## src/rtl/pc_ras.sv

```systemverilog
// Fetch-stage program counter with integrated return-address stack and sticky fault flags.
// Latency: 1 cycle from sampled command strobe to new pc/depth (all outputs registered or derived from registers).
// Backpressure: stall freezes pc and stack (strobes dropped, not queued); err_clr still acts during stall.
module pc_ras #(
    parameter int                 WIDTH     = 16,
    parameter int                 DEPTH     = 8,
    parameter logic [WIDTH-1:0]   RESET_VEC = '0,
    parameter logic [WIDTH-1:0]   INC_STEP  = 1
) (
    input  logic                        clk,
    input  logic                        reset,
    input  logic                        stall,
    input  logic                        inc,
    input  logic                        add,
    input  logic                        sub,
    input  logic                        jmp,
    input  logic                        call,
    input  logic                        ret,
    input  logic                        err_clr,
    input  logic [WIDTH-1:0]            offset,
    input  logic [WIDTH-1:0]            target,
    output logic [WIDTH-1:0]            pc,
    output logic [$clog2(DEPTH+1)-1:0]  depth,
    output logic                        full,
    output logic                        empty,
    output logic                        overflow,
    output logic                        underflow
);

    localparam int DW = $clog2(DEPTH + 1);
    localparam int AW = $clog2(DEPTH);
    localparam logic [DW-1:0] DEPTH_V = DW'(DEPTH);
    localparam logic [DW-1:0] ONE_D   = DW'(1);

    logic [WIDTH-1:0] pc_q, pc_d;
    logic [DW-1:0]    depth_q, depth_d;
    logic             ovf_q, ovf_d;
    logic             unf_q, unf_d;
    logic [WIDTH-1:0] stack_q [DEPTH];
    logic [WIDTH-1:0] stack_d [DEPTH];

    logic [AW-1:0]    push_idx;
    logic [AW-1:0]    pop_idx;
    logic             full_w;
    logic             empty_w;

    // push slot is the first free entry, pop slot the top of stack; both only used when in range
    assign push_idx = AW'(depth_q);
    assign pop_idx  = AW'(depth_q - ONE_D);
    assign full_w   = (depth_q == DEPTH_V);
    assign empty_w  = (depth_q == '0);

    // next-state: flag clear first so a fault in the same cycle wins, then one prioritised command
    always_comb begin
        pc_d    = pc_q;
        depth_d = depth_q;
        ovf_d   = ovf_q;
        unf_d   = unf_q;
        stack_d = stack_q;
        if (err_clr) begin
            ovf_d = 1'b0;
            unf_d = 1'b0;
        end
        if (!stall) begin
            if (ret) begin
                if (empty_w) begin
                    unf_d = 1'b1;
                end else begin
                    pc_d    = stack_q[pop_idx];
                    depth_d = depth_q - ONE_D;
                end
            end else if (call) begin
                if (full_w) begin
                    // suppressed entirely: no jump without a saved return address
                    ovf_d = 1'b1;
                end else begin
                    stack_d[push_idx] = pc_q + INC_STEP;
                    depth_d           = depth_q + ONE_D;
                    pc_d              = target;
                end
            end else if (jmp) begin
                pc_d = target;
            end else if (sub) begin
                pc_d = pc_q - offset;
            end else if (add) begin
                pc_d = pc_q + offset;
            end else if (inc) begin
                pc_d = pc_q + INC_STEP;
            end
        end
    end

    // control state with synchronous reset
    always_ff @(posedge clk) begin
        if (reset) begin
            pc_q    <= RESET_VEC;
            depth_q <= '0;
            ovf_q   <= 1'b0;
            unf_q   <= 1'b0;
        end else begin
            pc_q    <= pc_d;
            depth_q <= depth_d;
            ovf_q   <= ovf_d;
            unf_q   <= unf_d;
        end
    end

    // stack storage is not reset; entries above depth are never read
    always_ff @(posedge clk) begin
        stack_q <= stack_d;
    end

    assign pc        = pc_q;
    assign depth     = depth_q;
    assign full      = full_w;
    assign empty     = empty_w;
    assign overflow  = ovf_q;
    assign underflow = unf_q;

endmodule

```

## config.mk

```make
export PLATFORM = sky130hd
export DESIGN_NAME = pc_ras
export DESIGN_NICKNAME = d
export VERILOG_FILES = /design/src/rtl/pc_ras.sv
export SDC_FILE = /design/constraint.sdc
export NUM_CORES = 1
export LEC_CHECK = 0
export CORE_UTILIZATION = 45
export CTS_CLUSTER_SIZE = 10
export DETAILED_ROUTE_END_ITERATION = 8
export PLACE_DENSITY = 0.67
export SLEW_MARGIN = 30
export SYNTH_ARGS = -nofsm -noshare
export SYNTH_HDL_FRONTEND = slang
export SYNTH_SLANG_ARGS = --single-unit
```

## constraint.sdc

```tcl
create_clock -name clk -period 10.1 [get_ports clk]
set_input_delay 2.02 -clock clk [delete_from_list [all_inputs] [get_ports clk]]
set_output_delay 2.02 -clock clk [all_outputs]
set_load 0.02 [all_outputs]
```

==> results.toml <==
[cts]
cts_buffers = 17
cts_buffer_depth = 2
cts_setup_buffers = 0
cts_resized = 0
htreeDepth = 4
cts_tree = "yes"
cts_sinks = 150
cts_root_buf = "clkbuf_16"
postCtsHoldBufs = 0
clock_latency_ns = 0.43
clk_pin_slew_ns = 0.06

[floorplan]
core_area_um2 = 17540
rows = 48
start_util_pct = 46.65
die_area_um2 = 18720
ioPinCount = 66
die_x_um = 136.8
die-height_um = 136.8

[yosys]
ys.flop_type = "edfxtp_1"
ys_types = 71
async_reset_ff_share_pct = 0
synth.ff_latch_count = 150
yosysSeqAreaShare_pct = 52.37
synthCells = 677
netlist_area_um2 = 8180
yosysWarnings = 0
avgSynthCellArea_um2 = 12.08
synth_nets = 754
synth_edf_count = 128

[critical_path]
crit_buf_inv = 3
crit_type = "reg -> out"
worstPathMaxFanout = 38
crit_path_top_delay_cell = "clkdlybuf4s50_1"
worstPathRequired_ns = 8.08
cp.arrival_ns = 2.59
slowest_delay_ns = 0.69
worstPathCellList = "buf_4, inv_1, ha_2, nor3b_2, clkdlybuf4s50_1"
r2r-start = "depth[0]"
cp_top_family = "buffers and inverters"
crit_path_end_kind = "output port"
r2r.worst_path.cells = 9
reg2reg_to = "pc[11]"
r2r_slack_ns = 6.39
critPathLaunchType = "flop"

[worst_hold_path]
min_from = "underflow"
hold_depth = 2
whs_endpoint = "underflow"
hold_class = "reg -> reg"

[place]
placed_area_um2 = 9096
gp_congestion = 0.9683
numPlacedInstances = 949
port_buffers = 65
dpl.hpwl_mm = 14.98

[route]
wirelength_mm = 21.65
vias = 5991
drt_iter0_markers = 635
drt-pass1-iter-count = 5
drc = 0
ant_nets = 0
wire_per_inst_um = 22.07
viasPerCell = 6.107

[sta]
drv_slew = 0
hold_viol = 0
post-route-period-util_pct = 45.64
clock-skew-final_ns = 0.01160
worstMarginPinSlew_ns = 0.9391
relSlewSlack_pct = 37.16
finalCriticalPeriod_ns = 4.610
setup_tns_ns = 0
rsz0062_at_grt = "no"
fmax_ghz = 0.2169
finalSetupViolCount = 0

[grt]
grt_pass1_wl_mm = 33.02
grt_pass1_vias = 5860
grt_max_degree = 39
overflow = 0
antenna_found_initial = 0
grt_usage_pct = 24.29

[layout]
nNetsFinal = 820
final_layout_size_suffix_gt1_share_pct = 13.49
fillCellCount = 1480
finalInstanceArea_um2 = 9688
finalNonFillerCells = 981
diodes = 0
area_growth_pct = 18.43
final_util_pct = 55.24

[run_status]
status = "finished, final reports clean"

[power]
p_leak_uw = 0.003388
vdd_drop_max_mv = 0.1703
powerDensity_nw_per_um2 = 183.2

[run]
cap_violations = 0
==> sequential cells by signal, summed over array words and instances, names as in the netlist <==
| signal | count |
|---|---|
| depth | 4 |
| underflow | 1 |
| overflow | 1 |
| pc | 16 |
| stack_q | 128 |
==> cell type report <==
cell class,instances,area [um^2],area share (%)
Sequential cell,150,4285,44.23
Multi-Input combinational cell,456,3626,37.43
Timing Repair Buffer,80,758.2,7.826
Clock buffer,17,425.4,4.391
Tap cell,225,281.5,2.906
Clock inverter,15,168.9,1.744
Inverter,38,142.6,1.472
==> routing by layer <==
| metal | global-route usage [%] | routed length, um | up-vias |
|---|---|---|---|
| met5 | 0 | 0 | - |
| met2 | 39.37 | 10330 | 207 |
| met3 | 4.556 | 1321 | 29 |
| met1 | 32.92 | 9619 | 3001 |
| li1 | - | - | 2754 |
| met4 | 8.059 | 383 | 0 |
==> worst max path at each step <==
stage / startpoint / end / cells past startpoint
floorplan: ret / stack_q[100] / 5
global placement: offset[1] / pc[11] / 10
detailed placement: offset[1] / pc[11] / 10
CTS: depth[0] / empty / 5
global route: depth[0] / empty / 5
finish: depth[0] / empty / 5
==> synthesized netlist by cell type, types with 7 or more instances <==
cell type | n | area (um^2)
a21oi_1 | 47 | 235.2
nand2_1 | 34 | 127.6
a211oi_1 | 11 | 82.58
o21a_1 | 9 | 67.56
xnor2_1 | 15 | 131.4
nor2b_1 | 7 | 43.79
a31oi_1 | 9 | 56.30
dfxtp_1 | 22 | 440.4
inv_1 | 33 | 123.9
xor2_1 | 8 | 70.07
nor2_1 | 57 | 214.0
nand2b_1 | 7 | 43.79
nor3_1 | 18 | 90.09
edfxtp_1 | 128 | 3844
o21ai_0 | 20 | 100.1
nand4_1 | 8 | 50.05
clkbuf_1 | 20 | 75.07
ha_1 | 33 | 412.9
o21ai_1 | 12 | 60.06
buf_2 | 9 | 45.04
mux4_2 | 32 | 720.7
nand3_1 | 10 | 50.05
mux2i_1 | 13 | 130.1
==> logic make-up after synthesis <==
kind of cell    after synthesis  synth area share [%]
mux                          51                 11.23
xor+xnor                     24                 2.662
compound gates              170                 14.13
buf+inv                      71                 3.487
flops                       150                 52.37
fa+ha+maj                    35                 5.537
simple gates                176                 10.58
==> placed cells by master, fill, tap and decap left out, types with 6 or more instances in the layout <==
cell type        count
edfxtp_1           128
clkdlybuf4s50_1     64
nor2_1              56
a21oi_1             47
nand2_1             34
inv_1               33
mux4_2              32
ha_1                32
dfxtp_1             21
o21ai_0             20
clkbuf_16           17
nor3_1              16
xnor2_1             15
buf_4               15
mux2i_1             13
o21ai_1             12
a211oi_1            11
nand3_1             10
a31oi_1              9
o21a_1               9
nand4_1              8
xor2_1               8
nand2b_1             7
nor2b_1              7
nor4_1               6
mux2_2               6
o31ai_1              6
==> report_power, final <==
| part | total, uW | internal [uW] | switching (uW) |
|---|---|---|---|
| Clock | 634 | 369 | 265 |
| Sequential | 728 | 702 | 26.2 |
| Combinational | 412 | 173 | 240 |
==> metrics by stage <==
step / setup slack, ns / hold WS (ns) / power [uW]
global placement: 5.283 / 0.5115 / 1144
floorplan: 5.769 / 0.5469 / 1011
detailed placement: 5.187 / 0.5327 / 1149
finish: 5.490 / 0.5496 / 1775
CTS: 5.455 / 0.5433 / 1779
global route: 5.362 / 0.5677 / 1839
==> worst reg2reg max path, cell delays in order, from the launching register on <==
cell	delay [ns]
dfxtp_2	0.31
buf_4	0.55
inv_1	0.20
ha_2	0.94
mux4_2	0.42
mux2_2	0.31
a2111oi_2	0.34
a21bo_1	0.25
a221oi_2	0.16
a2111oi_1	0.08
Power figures use the tool's default switching activity.
